### src/rtl/cic_pkg.sv
// Shared types and helpers for the CIC comb section.
package cic_pkg;

  localparam int unsigned OS_W   = 3;
  localparam int unsigned FLAG_W = 2;
  localparam int unsigned SAT_W  = 64;

  typedef enum logic [OS_W-1:0] {
    OS_NONE = 3'd0,
    OS2     = 3'd1,
    OS4     = 3'd2,
    OS8     = 3'd3,
    OS16    = 3'd4,
    OS32    = 3'd5,
    OS64    = 3'd6,
    OS_INV  = 3'd7
  } os_sel_e;

  // Integrator flag pair: sign of the overflow and a toggle per truncation event.
  typedef struct packed {
    logic sign;
    logic tog;
  } flag_t;

  // Codes 0 and 7 carry no decimation, so the comb passes samples through.
  function automatic logic is_bypass(input logic [OS_W-1:0] os_sel);
    return (os_sel == OS_NONE) || (os_sel == OS_INV);
  endfunction

  // CIC gain is 2^(log2(R)*NSTAGE); the shift removes it.
  function automatic int unsigned gain_shift(input logic [OS_W-1:0] os_sel,
                                             input int unsigned     nstage);
    if (is_bypass(os_sel)) return 0;
    return 32'(os_sel) * nstage;
  endfunction

  // Clamp a signed value to the range of an odw-bit two's complement word.
  function automatic logic signed [SAT_W-1:0] sat(input logic signed [SAT_W-1:0] val,
                                                  input int unsigned             odw);
    logic signed [SAT_W-1:0] hi;
    logic signed [SAT_W-1:0] lo;
    hi = (SAT_W'(1) << (odw - 1)) - SAT_W'(1);
    lo = ~hi;
    if (val > hi) return hi;
    if (val < lo) return lo;
    return val;
  endfunction

endpackage

### src/rtl/cic_comb_stage.sv
// One pipelined comb difference stage (M=1) with bypass and history flush.
module cic_comb_stage #(
  parameter int unsigned W = 23
) (
  input  logic         clk_div,
  input  logic         reset_n,
  input  logic         i_bypass,
  input  logic         i_flush,
  input  logic [W-1:0] i_x,
  output logic [W-1:0] o_y
);

  logic [W-1:0] r_hist;
  logic [W-1:0] r_y;

  // Difference against the previous sample; modulo 2^W wrap is what the CIC relies on.
  always_ff @(posedge clk_div or negedge reset_n) begin
    if (!reset_n) begin
      r_hist <= '0;
      r_y    <= '0;
    end else begin
      r_hist <= i_flush ? '0 : i_x;
      r_y    <= i_bypass ? i_x : (i_x - r_hist);
    end
  end

  assign o_y = r_y;

endmodule

### src/rtl/cic_comb.sv
// CIC decimator comb section: NSTAGE differences, gain removal, rounding,
// saturation, forced overflow on integrator flag events and overflow status.
module cic_comb
  import cic_pkg::*;
#(
  parameter int unsigned IDW    = 23,
  parameter int unsigned ODW    = 16,
  parameter int unsigned NSTAGE = 1,
  parameter int unsigned CNTW   = 8
) (
  input  logic            clk_div,
  input  logic            reset_n,
  input  logic [2:0]      os_sel,
  input  logic [IDW-1:0]  data_in,
  input  logic [1:0]      flag_in,
  input  logic            ovf_clr,
  output logic [ODW-1:0]  data_out,
  output logic            data_valid,
  output logic            ovf,
  output logic            ovf_sticky,
  output logic [CNTW-1:0] ovf_cnt
);

  localparam int unsigned WARM = 2 * NSTAGE + 1;
  localparam int unsigned WW   = $clog2(WARM + 1);
  localparam int unsigned RW   = IDW + 1;

  logic [2:0]              r_os_d;
  logic                    r_flag_prev;
  logic [WW-1:0]           r_warm;
  logic [ODW-1:0]          r_data_out;
  logic                    r_valid;
  logic                    r_ovf;
  logic                    r_sticky;
  logic [CNTW-1:0]         r_cnt;
  logic                    r_evt_dly [NSTAGE];
  logic                    r_sgn_dly [NSTAGE];

  flag_t                   w_flag;
  logic                    w_evt;
  logic                    w_change;
  logic                    w_bypass;
  logic [IDW-1:0]          w_stage [NSTAGE+1];
  int unsigned             w_shift;
  logic signed [RW-1:0]    w_ext;
  logic signed [RW-1:0]    w_rnd;
  logic signed [RW-1:0]    w_scaled;
  logic signed [SAT_W-1:0] w_wide;
  logic signed [SAT_W-1:0] w_sat;
  logic [ODW-1:0]          w_data_nxt;
  logic                    w_ovf_nxt;
  logic [WW-1:0]           w_warm_nxt;
  logic                    w_valid_nxt;
  logic                    w_count;

  assign w_flag   = flag_t'(flag_in);
  assign w_evt    = w_flag.tog != r_flag_prev;
  assign w_change = os_sel != r_os_d;
  assign w_bypass = is_bypass(r_os_d);

  assign w_stage[0] = data_in;

  // Comb chain; a mode change zeroes every stage history on the same edge.
  for (genvar k = 0; k < NSTAGE; k++) begin : g_stage
    cic_comb_stage #(.W(IDW)) u_stage (
      .clk_div  (clk_div),
      .reset_n  (reset_n),
      .i_bypass (w_bypass),
      .i_flush  (w_change),
      .i_x      (w_stage[k]),
      .o_y      (w_stage[k+1])
    );
  end

  // Flag event delay line, one tap per comb stage so it meets its sample at the output.
  for (genvar k = 0; k < NSTAGE; k++) begin : g_flag_dly
    if (k == 0) begin : g_head
      always_ff @(posedge clk_div or negedge reset_n) begin
        if (!reset_n) begin
          r_evt_dly[k] <= 1'b0;
          r_sgn_dly[k] <= 1'b0;
        end else begin
          r_evt_dly[k] <= w_evt;
          r_sgn_dly[k] <= w_flag.sign;
        end
      end
    end else begin : g_tail
      always_ff @(posedge clk_div or negedge reset_n) begin
        if (!reset_n) begin
          r_evt_dly[k] <= 1'b0;
          r_sgn_dly[k] <= 1'b0;
        end else begin
          r_evt_dly[k] <= r_evt_dly[k-1];
          r_sgn_dly[k] <= r_sgn_dly[k-1];
        end
      end
    end
  end

  // Gain removal with round-half-up, saturation and flag forcing.
  always_comb begin
    w_shift    = gain_shift(r_os_d, NSTAGE);
    w_ext      = {w_stage[NSTAGE][IDW-1], w_stage[NSTAGE]};
    w_rnd      = w_ext;
    if (w_shift != 0) begin
      w_rnd = w_ext + (RW'(1) << (w_shift - 1));
    end
    w_scaled   = w_rnd >>> w_shift;
    w_wide     = SAT_W'(w_scaled);
    w_sat      = sat(w_wide, ODW);
    w_data_nxt = w_sat[ODW-1:0];
    w_ovf_nxt  = w_sat != w_wide;
    if (r_evt_dly[NSTAGE-1]) begin
      w_data_nxt = r_sgn_dly[NSTAGE-1] ? {1'b1, {(ODW-1){1'b0}}} : {1'b0, {(ODW-1){1'b1}}};
      w_ovf_nxt  = 1'b1;
    end
  end

  // Warm-up countdown restarts on any oversampling change.
  always_comb begin
    w_warm_nxt = r_warm;
    if (w_change) begin
      w_warm_nxt = WW'(WARM);
    end else if (r_warm != '0) begin
      w_warm_nxt = r_warm - WW'(1);
    end
    w_valid_nxt = w_warm_nxt == '0;
    w_count     = w_ovf_nxt && w_valid_nxt;
  end

  // Output, warm-up and overflow status registers.
  always_ff @(posedge clk_div or negedge reset_n) begin
    if (!reset_n) begin
      r_os_d      <= '0;
      r_flag_prev <= 1'b0;
      r_warm      <= WW'(WARM);
      r_data_out  <= '0;
      r_valid     <= 1'b0;
      r_ovf       <= 1'b0;
      r_sticky    <= 1'b0;
      r_cnt       <= '0;
    end else begin
      r_os_d      <= os_sel;
      r_flag_prev <= w_flag.tog;
      r_warm      <= w_warm_nxt;
      r_data_out  <= w_data_nxt;
      r_valid     <= w_valid_nxt;
      r_ovf       <= w_ovf_nxt;
      if (w_count) begin
        r_sticky <= 1'b1;
        if (ovf_clr) begin
          r_cnt <= CNTW'(1);
        end else if (r_cnt != '1) begin
          r_cnt <= r_cnt + CNTW'(1);
        end
      end else if (ovf_clr) begin
        r_sticky <= 1'b0;
        r_cnt    <= '0;
      end
    end
  end

  assign data_out   = r_data_out;
  assign data_valid = r_valid;
  assign ovf        = r_ovf;
  assign ovf_sticky = r_sticky;
  assign ovf_cnt    = r_cnt;

endmodule

### config.mk
export PLATFORM = sky130hd
export DESIGN_NAME = cic_comb
export DESIGN_NICKNAME = d
export VERILOG_FILES = /design/src/rtl/cic_pkg.sv /design/src/rtl/cic_comb_stage.sv /design/src/rtl/cic_comb.sv
export SDC_FILE = /design/constraint.sdc
export NUM_CORES = 1
export LEC_CHECK = 0
export ABC_AREA = 1
export CORE_UTILIZATION = 45
export CTS_CLUSTER_DIAMETER = 200
export DETAILED_ROUTE_END_ITERATION = 12
export MAX_ROUTING_LAYER = met4
export PLACE_DENSITY_LB_ADDON = 0.2
export SETUP_SLACK_MARGIN = 0.4
export SYNTH_ARGS = -nofsm -noshare
export SYNTH_HDL_FRONTEND = slang
export SYNTH_SLANG_ARGS = --single-unit
### constraint.sdc
create_clock -name clk_div -period 5.83 [get_ports clk_div]
set_clock_uncertainty 0.2 [all_clocks]
set_input_delay 1.4575 -clock clk_div [delete_from_list [all_inputs] [get_ports clk_div]]
set_output_delay 1.4575 -clock clk_div [all_outputs]
set_load 0.02 [all_outputs]
## Yosys cells after proc, flatten, opt, wreduce, memory -nomap -nowiden

Index checks and enable logic that the tools add are counted.

- Shift-type cells: 2
- Reductions and logical operators: 9
- Mux-type cells: 23
- Add/sub/neg operators: 5
- Equality and inequality tests: 5
- Magnitude comparators: 2

Operator list:

| operator | count |
|---|---|
| 64-bit 2-to-1 mux | 4 |
| 64-bit by 24-bit != test with 1-bit output | 1 |
| 23-bit 2-to-1 mux | 2 |
| 16-bit 2-to-1 mux | 2 |
| 8-bit 2-to-1 mux | 4 |
| 32-bit nonzero test | 1 |
| 1-bit by 32-bit left shift with 24-bit output (first input constant) | 1 |
| 32-bit by 1-bit subtractor with 32-bit output (second input constant) | 1 |
| 23-bit by 24-bit adder with 24-bit output | 1 |
| 24-bit by 16-bit > comparator with 1-bit output (second input constant) | 1 |
| 24-bit by 16-bit < comparator with 1-bit output (second input constant) | 1 |
| 24-bit 2-to-1 mux | 1 |
| 24-bit by 3-bit >>> shifter with 24-bit output | 1 |
| 23-bit subtractor | 1 |
| 8-bit by 1-bit adder with 8-bit output (second input constant) | 1 |
| 8-bit != test (second input constant) | 1 |
| 1-bit 2-to-1 mux | 7 |
| 2-bit nonzero test | 3 |
| 2-bit 2-to-1 mux | 2 |
| 3-bit == test (second input constant) | 1 |
| 3-bit logical NOT | 1 |
| 3-bit 2-to-1 mux | 1 |
| 3-bit != test | 1 |
| 2-bit logical NOT | 1 |
| 5 further kinds | 5 |

- Input port bits: 31
- Logic and storage cells: 58
- Register bits after elaboration: 81
- Output and inout bits: 27

## Longest topological paths before layout

Gate-level depths: netlist of run 1.

- Depth in word-level cells: 19
- Gate-level depth with buffers: 50
- Depth with buffers taken out: 46

## Cells and area by module

Synthesis of run 1 repeated with hierarchy kept, for this count alone.

- Cell total of the unflattened synthesis: 1342
- Area, all modules: 8194.1 um^2

By module, submodules not included:

| module | times used | sequential area each (um^2) | cells each | area each (um^2) |
|---|---|---|---|---|
| cic_comb | 1 | 878.3 | 841 | 4952.2 |
| cic_comb_stage | 1 | 1151.1 | 501 | 3241.9 |

## Worst setup path before layout of run 1

OpenSTA, ideal clock, no wires.

- Kind: register to register
- Start point: register r_os_d[0]
- End point: register r_cnt[2] (netlist: ovf_cnt[2])
- Library setup time: 0.118 ns
- Data required time: 5.512 ns
- Arrival: 5.672 ns
- Cell stages (with the launch flop): 51
- Path slack: -0.160 ns
- Path buffers: 4
- Clock period less this slack: 5.990 ns
- Cell sequence: dfrtp_1 > inv_1 > ha_1 > nor2_1 > nor2_4 > nor2_4 > buf_1 > nor2_1 > ha_1 > buf_2 > inv_1 > buf_2 > buf_2 > nand2_1 > nor2_1 > inv_1 > nor2_1 > ha_1 > [15 not listed] > nand2_1 > nand2_1 > nand2_1 > nor2_1 > nand3_1 > ha_1 > xor2_1 > inv_1 > nor2_1 > nand3_1 > nor2_1 > nand3_1 > o21bai_2 > nand2_4 > nand2_2 > nor2_1 > nand2_1 > nand2_1

- Cells in the longest elaborated chain, start to end: 19
- Elaborated cells between the ends (all ways): 28
- Those cells by class: add/sub: 2; order compare: 2; eq/ne: 3; shift: 2; mux: 12; reduce/logical: 7

Ends and longest elaborated chain:

| what | RTL line | source |
|---|---|---|
| start: declaration | cic_comb.sv:28 | `logic [2:0] r_os_d;` |
| start signal: assignment | cic_comb.sv:143 | `r_os_d <= os_sel;` |
| 3-bit == test / 3-bit logical NOT (equally long branches) | cic_pkg.sv:27 | `return (os_sel == OS_NONE) \|\| (os_sel == OS_INV);` |
| 1-bit logical OR | cic_pkg.sv:27 |  |
| 1-bit 2-to-1 mux | cic_pkg.sv:33 | `if (is_bypass(os_sel)) return 0;` |
| 3-bit 2-to-1 mux * | cic_pkg.sv:34 | `return 32'(os_sel) * nstage;` |
| 32-bit by 1-bit subtractor with 32-bit output | cic_comb.sv:106 | `w_rnd = w_ext + (RW'(1) << (w_shift - 1));` |
| 1-bit by 32-bit left shift with 24-bit output | cic_comb.sv:106 |  |
| 23-bit by 24-bit adder with 24-bit output | cic_comb.sv:106 |  |
| 24-bit 2-to-1 mux | cic_comb.sv:105 | `if (w_shift != 0) begin` |
| [4 not listed] | - |  |
| 64-bit 2-to-1 mux | cic_pkg.sv:46 | `return val;` |
| 64-bit 2-to-1 mux | cic_pkg.sv:45 | `if (val < lo) return lo;` |
| 64-bit by 24-bit != test with 1-bit output * | cic_comb.sv:112 | `w_ovf_nxt = w_sat != w_wide;` |
| 1-bit 2-to-1 mux * | cic_comb.sv:113 | `if (r_evt_dly[NSTAGE-1]) begin` |
| via w_ovf_nxt | cic_comb.sv:51 | `logic w_ovf_nxt;` |
| 1-bit logical AND * | cic_comb.sv:128 | `w_count = w_ovf_nxt && w_valid_nxt;` |
| 2-bit nonzero test (no source line) | - |  |
| 2-bit AND reduction (no source line) | - |  |
| end signal: assignment | cic_comb.sv:154 | `r_cnt <= r_cnt + CNTW'(1);` |
| end: declaration | cic_comb.sv:35 | `logic [CNTW-1:0] r_cnt;` |

Mark *: on every way through the listed nets, which the timed path passes. The rest lies on a longest branch. The select of a mux whose other input is x is not followed.
A chain may end at the register's enable or synchronous reset.

## Worst setup path in the final report of run 1

- Start point: register r_os_d[1]
- End point: register r_cnt[0] (netlist: ovf_cnt[0])

Same word-level chain as after synthesis.

==> flow_metrics.env, run 1 <==
export IMPL_wl_um=21300
export IMPL_worstSetupPathType="reg2reg"
export IMPL_yosys_most_used_dff="dfrtp_1"
export IMPL_hold_violations=0
export IMPL_clock_path_buffers=2
export IMPL_relSlewSlack=0.339
export IMPL_p_per_area_mw_per_mm2=241
export IMPL_die_w_um=130
export IMPL_worstMarginPinSlew_ps=991
export IMPL_die_h_um=130
export IMPL_dpl_cell_area_mm2=0.00823
export IMPL_fin_cells=1469
export IMPL_ys_types=42
export IMPL_power_leakage_nw=4.65
export IMPL_hold_slack_ps=241
export IMPL_tns_ps=0
export IMPL_gp_congestion=0.999
export IMPL_diodes=0
export IMPL_ctsHoldBuffers=0
export IMPL_required_ps=5860
export IMPL_grtUsageMet2=0.408
export IMPL_use_met1=0.361
export IMPL_period_share=0.919
export IMPL_cp_end_kind="flop"
export IMPL_syn_area_per_cell_um2=6.37
export IMPL_async_reset_ff_frac=1.00
export IMPL_setup_viol=0
export IMPL_clock_sinks=81
export IMPL_synth_commonest_cells="302 x nand2_1, 191 x nand3_1, 176 x inv_1"
export IMPL_rows=46
export IMPL_drc=0
export IMPL_overflow=0
export IMPL_path_delay_family="simple AND/OR/NAND/NOR gates"
export IMPL_dp_hpwl_um=16400
export IMPL_max_freq_mhz=187
export IMPL_fillers=1622
export IMPL_r2r_start="r_os_d[1]"
export IMPL_rsz0062_at_grt="yes"
export IMPL_worst_ep_arrival_time_ps=5390
export IMPL_ys_warnings_count=0
export IMPL_vias=7775
export IMPL_ys_top_cells_by_area="dfrtp_1 27%, nand2_1 15%, nand3_1 13%"
export IMPL_firstDrtPassIters=5
export IMPL_cp_max_fo=6
export IMPL_ys_seq_area_frac=0.275
export IMPL_cts_tree="yes"
export IMPL_htreeDepth=3
export IMPL_drive_above_1_share=0.160
export IMPL_netlist_instances=1157
export IMPL_ys_ff_latch=81
export IMPL_grt_usage=0.265
export IMPL_path_clk_slew_ps=70
export IMPL_detail_route_wl_per_cell_um=14.5
export IMPL_hold_depth=1
export IMPL_io_pins=58
export IMPL_postLayoutCoreUtil=0.576
export IMPL_max_stage_delay_ps=430
export IMPL_multi_input_area_mm2=0.00500
export IMPL_ant_nets=0
export IMPL_grt_pass1_vias=6870
export IMPL_syn_cell_area_mm2=0.00737
export IMPL_initialDrtViolationCount=548
export IMPL_r2r_end="ovf_cnt[0]"
export IMPL_maxCapViolCount=0
export IMPL_cpMaxStageDelayCell="dfrtp_1"
export IMPL_synth_area_leader_cell="dfrtp_1"
export IMPL_root_buffer="clkbuf_16"
export IMPL_synth_top_area_share=0.268
export IMPL_outcome="finished, final reports clean"
export IMPL_worst_hold_path_type="reg2reg"
export IMPL_grt_start_max_net_pins=82
export IMPL_grt_use_met3=0.0332
export IMPL_reg2reg_depth=43
export IMPL_core_mm2=0.0159
export IMPL_rrSetupSlack_ps=470
export IMPL_cts_made_buffers=9
export IMPL_grt_pass1_wl_um=33700
export IMPL_synth_edf_count=0
export IMPL_hold_start="r_flag_prev"
export IMPL_post_place_cells=1419
export IMPL_fin_area_mm2=0.00919
export IMPL_crit_buf_inv=6
export IMPL_clock_latency_ps=340
export IMPL_critPathLaunchType="flop"
export IMPL_slew_violations=0
export IMPL_port_buffer_count=57
export IMPL_start_util=0.462
export IMPL_hold_end="r_evt_dly"
export IMPL_grt_most_used_layer="met2"
export IMPL_ir_drop_uv=168
export IMPL_grt_antenna_before_repair=0
export IMPL_die_area_mm2=0.0169
export IMPL_yosysMostFrequentCell="nand2_1"
export IMPL_fin_crit_ps=5360
export IMPL_drt_vias_per_instance=5.29
export IMPL_fin_nets=1333
export IMPL_synthToLayoutAreaGrowth_pct=24.7
export IMPL_regArea_mm2=0.00203
per-stage QoR:
stage	power, mW	setup slack (ps)
final	2.21	471
after floorplan	1.28	402
after CTS	2.12	419
after global routing	2.35	49.6
after detailed placement	1.53	128
after global placement	1.53	301
how the worst max path moves through the flow:
stage	slack [ps]	start	to	depth (start not counted)
CTS	420	r_os_d[1]	ovf_cnt[4]	44
global placement	300	r_os_d[1]	ovf_cnt[6]	41
detailed placement	130	r_os_d[1]	ovf_cnt[4]	41
floorplan	400	r_os_d[0]	ovf_cnt[2]	49
global route	50	r_os_d[1]	ovf_cnt[2]	44
finish	470	r_os_d[1]	ovf_cnt[0]	43
logic make-up (layout without fill, tap and decap cells):
family / after synthesis / after routing / synth area share
adder cells (fa/ha/maj): 54 / 54 / 0.0937
flip-flops: 81 / 81 / 0.275
XOR/XNOR: 16 / 16 / 0.0190
AO/OA/AOI/OAI: 123 / 123 / 0.0903
buffers and inverters: 208 / 295 / 0.109
AND/OR/NAND/NOR: 674 / 675 / 0.412
other: 1 / 9 / 0.000509
cells in the final DEF (no fill, tap or decap), drive strengths merged, types with 4 or more instances in the layout:
master         count
ha                52
clkbuf            11
xor2              10
o21bai             4
nor3               8
buf               43
a21oi             59
o21ai             45
nand3            195
xnor2              6
nand4             20
nand2            309
conb               9
nor2             104
clkinv             4
clkdlybuf4s50     56
dfrtp             79
or2               30
o211ai             4
inv              181
registers in the layout (all words and copies together) (netlist names):
register,cells
data_out,16
data_valid,1
g_stage.u_stage.o_y,23
g_stage.u_stage.r_hist,23
ovf,1
ovf_cnt,8
ovf_sticky,1
r_evt_dly,1
r_flag_prev,1
r_os_d,3
r_sgn_dly,1
r_warm,2
metal layers:
layer  vias up  routed length (um)  share of wire
met5         -                   0              0
met4         0                 563          0.026
met3        31                1040          0.049
met2       226                9750           0.46
met1      3602                9940           0.47
li1       3916                   -              -
cell type report:
type | count | share of cell area
timing repair buffer | 99 | 0.0983
sequential | 81 | 0.221
clock buffer | 11 | 0.0275
multi-input combinational | 877 | 0.545
timing repair inverter | 1 | 0.000681
inverter | 179 | 0.0742
clock inverter | 5 | 0.00422
tap | 216 | 0.0294
worst register-to-register path: cells and delay by family (launching register included):
family	cells	cell delay, ps
buffers and inverters	6	450
DFF	1	430
AOI/OAI and AO/OA	1	200
xor gates and xnor gates	1	140
adders and majority gates	5	1260
and+or+nand+nor	30	2560
power by group:
group,internal (mW),switching [mW],leakage (nW)
Combinational,0.379,0.605,3.50
Sequential,0.620,0.0582,1.01
Clock,0.315,0.233,0.147
what timing repair did:
action	in CTS	in global routing
endpoints found under the setup margin	10	24
hold endpoints to repair	0	0
pin swaps	6	37
gates cloned	2	0
resized for setup	11	87
setup buffers	17	15
No activity file was read; power rests on OpenSTA's default activity.
==> run 2, diff against run 1 <==
--- a/config.mk
+++ b/config.mk
@@ -6,6 +6,7 @@
 export NUM_CORES = 1
 export LEC_CHECK = 0
 export ABC_AREA = 1
+export CORE_ASPECT_RATIO = 2
 export CORE_UTILIZATION = 45
 export CTS_CLUSTER_DIAMETER = 200
 export DETAILED_ROUTE_END_ITERATION = 12
==> constraint.sdc (replaced) <==
create_clock -name clk_div -period 6.3 [get_ports clk_div]
set_clock_uncertainty 0.2 [all_clocks]
set_input_delay 1.575 -clock clk_div [delete_from_list [all_inputs] [get_ports clk_div]]
set_output_delay 1.575 -clock clk_div [all_outputs]
set_load 0.02 [all_outputs]
==> run 2 against run 1 <==
  * First-iteration DRC count down 38%
  * Power is 8.7% lower
  * Final area is 5.2% lower
  * Largest power group unchanged
==> flow_metrics.env, run 2 (synthesis gave the netlist of run 1 again) <==
export IMPL_outcome="finished, final reports clean"
export IMPL_grt_pass1_vias=7407
export IMPL_final_common_cell="nand2_1"
export IMPL_wl_um=22400
export IMPL_clock_path_buffers=2
export IMPL_detail_route_wl_per_cell_um=15.6
export IMPL_initialDrtViolationCount=338
export IMPL_r2r_start="r_os_d[0]"
export IMPL_rrSetupSlack_ps=850
export IMPL_critPathLaunchType="flop"
export IMPL_grt_use_met3=0.0249
export IMPL_ir_drop_uv=148
export IMPL_cts_tree="yes"
export IMPL_hold_depth=1
export IMPL_cpMaxStageDelayCell="dfrtp_2"
export IMPL_hold_start="r_flag_prev"
export IMPL_io_pins=58
export IMPL_drt_vias_per_instance=5.35
export IMPL_overflow=0
export IMPL_gp_congestion=1.02
export IMPL_cp_end_kind="flop"
export IMPL_reg2reg_depth=44
export IMPL_clock_latency_ps=340
export IMPL_grt_usage=0.282
export IMPL_root_buffer="clkbuf_16"
export IMPL_fin_crit_ps=5450
export IMPL_cp_common_cell="nand2_1"
export IMPL_drc=0
export IMPL_grt_pass1_wl_um=35600
export IMPL_worstSetupPathType="reg2reg"
export IMPL_power_leakage_nw=4.48
export IMPL_htreeDepth=3
export IMPL_grt_start_max_net_pins=63
export IMPL_cts_made_buffers=9
export IMPL_vias=7656
export IMPL_cp_max_fo=6
export IMPL_rsz0062_at_grt="no"
export IMPL_dp_hpwl_um=18200
export IMPL_grt_most_used_layer="met2"
export IMPL_use_met1=0.263
export IMPL_hold_slack_ps=236
export IMPL_max_freq_mhz=184
export IMPL_ant_nets=0
export IMPL_synthToLayoutAreaGrowth_pct=18.3
export IMPL_firstDrtPassIters=5
export IMPL_path_delay_family="simple AND/OR/NAND/NOR gates"
export IMPL_hold_violations=0
export IMPL_crit_buf_inv=7
export IMPL_rows=65
export IMPL_final_cell_mix="300 x nand2_1, 177 x nand3_1, 172 x inv_1"
export IMPL_drive_above_1_share=0.104
export IMPL_clock_sinks=81
export IMPL_worstMarginPinSlew_ps=825
export IMPL_die_area_mm2=0.0169
export IMPL_start_util=0.465
export IMPL_worst_hold_path_type="reg2reg"
export IMPL_hold_end="r_evt_dly"
export IMPL_p_per_area_mw_per_mm2=232
export IMPL_max_stage_delay_ps=420
export IMPL_slew_violations=0
export IMPL_maxCapViolCount=0
export IMPL_worst_ep_arrival_time_ps=5480
export IMPL_fillers=1673
export IMPL_die_w_um=92.5
export IMPL_diodes=0
export IMPL_port_buffer_count=57
export IMPL_period_share=0.865
export IMPL_tns_ps=0
export IMPL_fin_nets=1311
export IMPL_die_h_um=183
export IMPL_path_clk_slew_ps=60
export IMPL_core_mm2=0.0159
export IMPL_r2r_end="ovf_cnt[7]"
export IMPL_setup_viol=0
export IMPL_grtUsageMet2=0.529
export IMPL_power_mw=2.02
export IMPL_relSlewSlack=0.449
export IMPL_required_ps=6330
export IMPL_grt_antenna_before_repair=0
## run 2: worst max path at each step
stage / cells past startpoint / slack [ps] / from / endpoint
floorplan: 49 / 410 / r_os_d[0] / ovf_cnt[2]
global placement: 45 / 550 / r_os_d[0] / ovf_cnt[6]
detailed placement: 45 / 390 / r_os_d[0] / ovf_cnt[2]
CTS: 45 / 450 / r_os_d[0] / ovf_cnt[4]
global route: 45 / 360 / r_os_d[0] / ovf_cnt[2]
finish: 44 / 850 / r_os_d[0] / ovf_cnt[7]
## run 2: layer usage
metal,part of all wire,vias up
met2,0.54,153
met5,0,-
met1,0.36,3560
met3,0.017,75
met4,0.074,0
li1,-,3868
## run 2: report_power, final
| part | switching, mW | internal [mW] |
|---|---|---|
| Clock | 0.220 | 0.330 |
| Sequential | 0.0423 | 0.574 |
| Combinational | 0.541 | 0.311 |
## run 2: timing repair
action,4_1_cts,5_1_grt
buffers inserted,0,9
gates resized for setup,2,40
cloned,0,1
setup endpoints to repair,4,25
pin swaps,0,11
hold buffers,0,0
## run 2: final cells by class
| class | instances | area, um^2 | area share |
|---|---|---|---|
| clock buffers | 12 | 256 | 0.0294 |
| flip-flops and latches | 81 | 2030 | 0.233 |
| repair buffers | 78 | 733 | 0.0841 |
| multi-input cells | 877 | 4720 | 0.541 |
| clock inverters | 4 | 51.3 | 0.00589 |
| well taps | 201 | 251 | 0.0289 |
| inverters | 179 | 674 | 0.0774 |
## run 2: metrics by stage
stage          worst slack (ps)  utilization  cells  area [um^2]
2_1_floorplan               415            -   1165         7400
3_3_place_gp                547        0.516   1406         8180
3_5_place_dp                391        0.516   1406         8180
4_1_cts                     452        0.535   1422         8490
5_1_grt                     355        0.549   1432         8710
6_report                    852        0.549   1432         8710
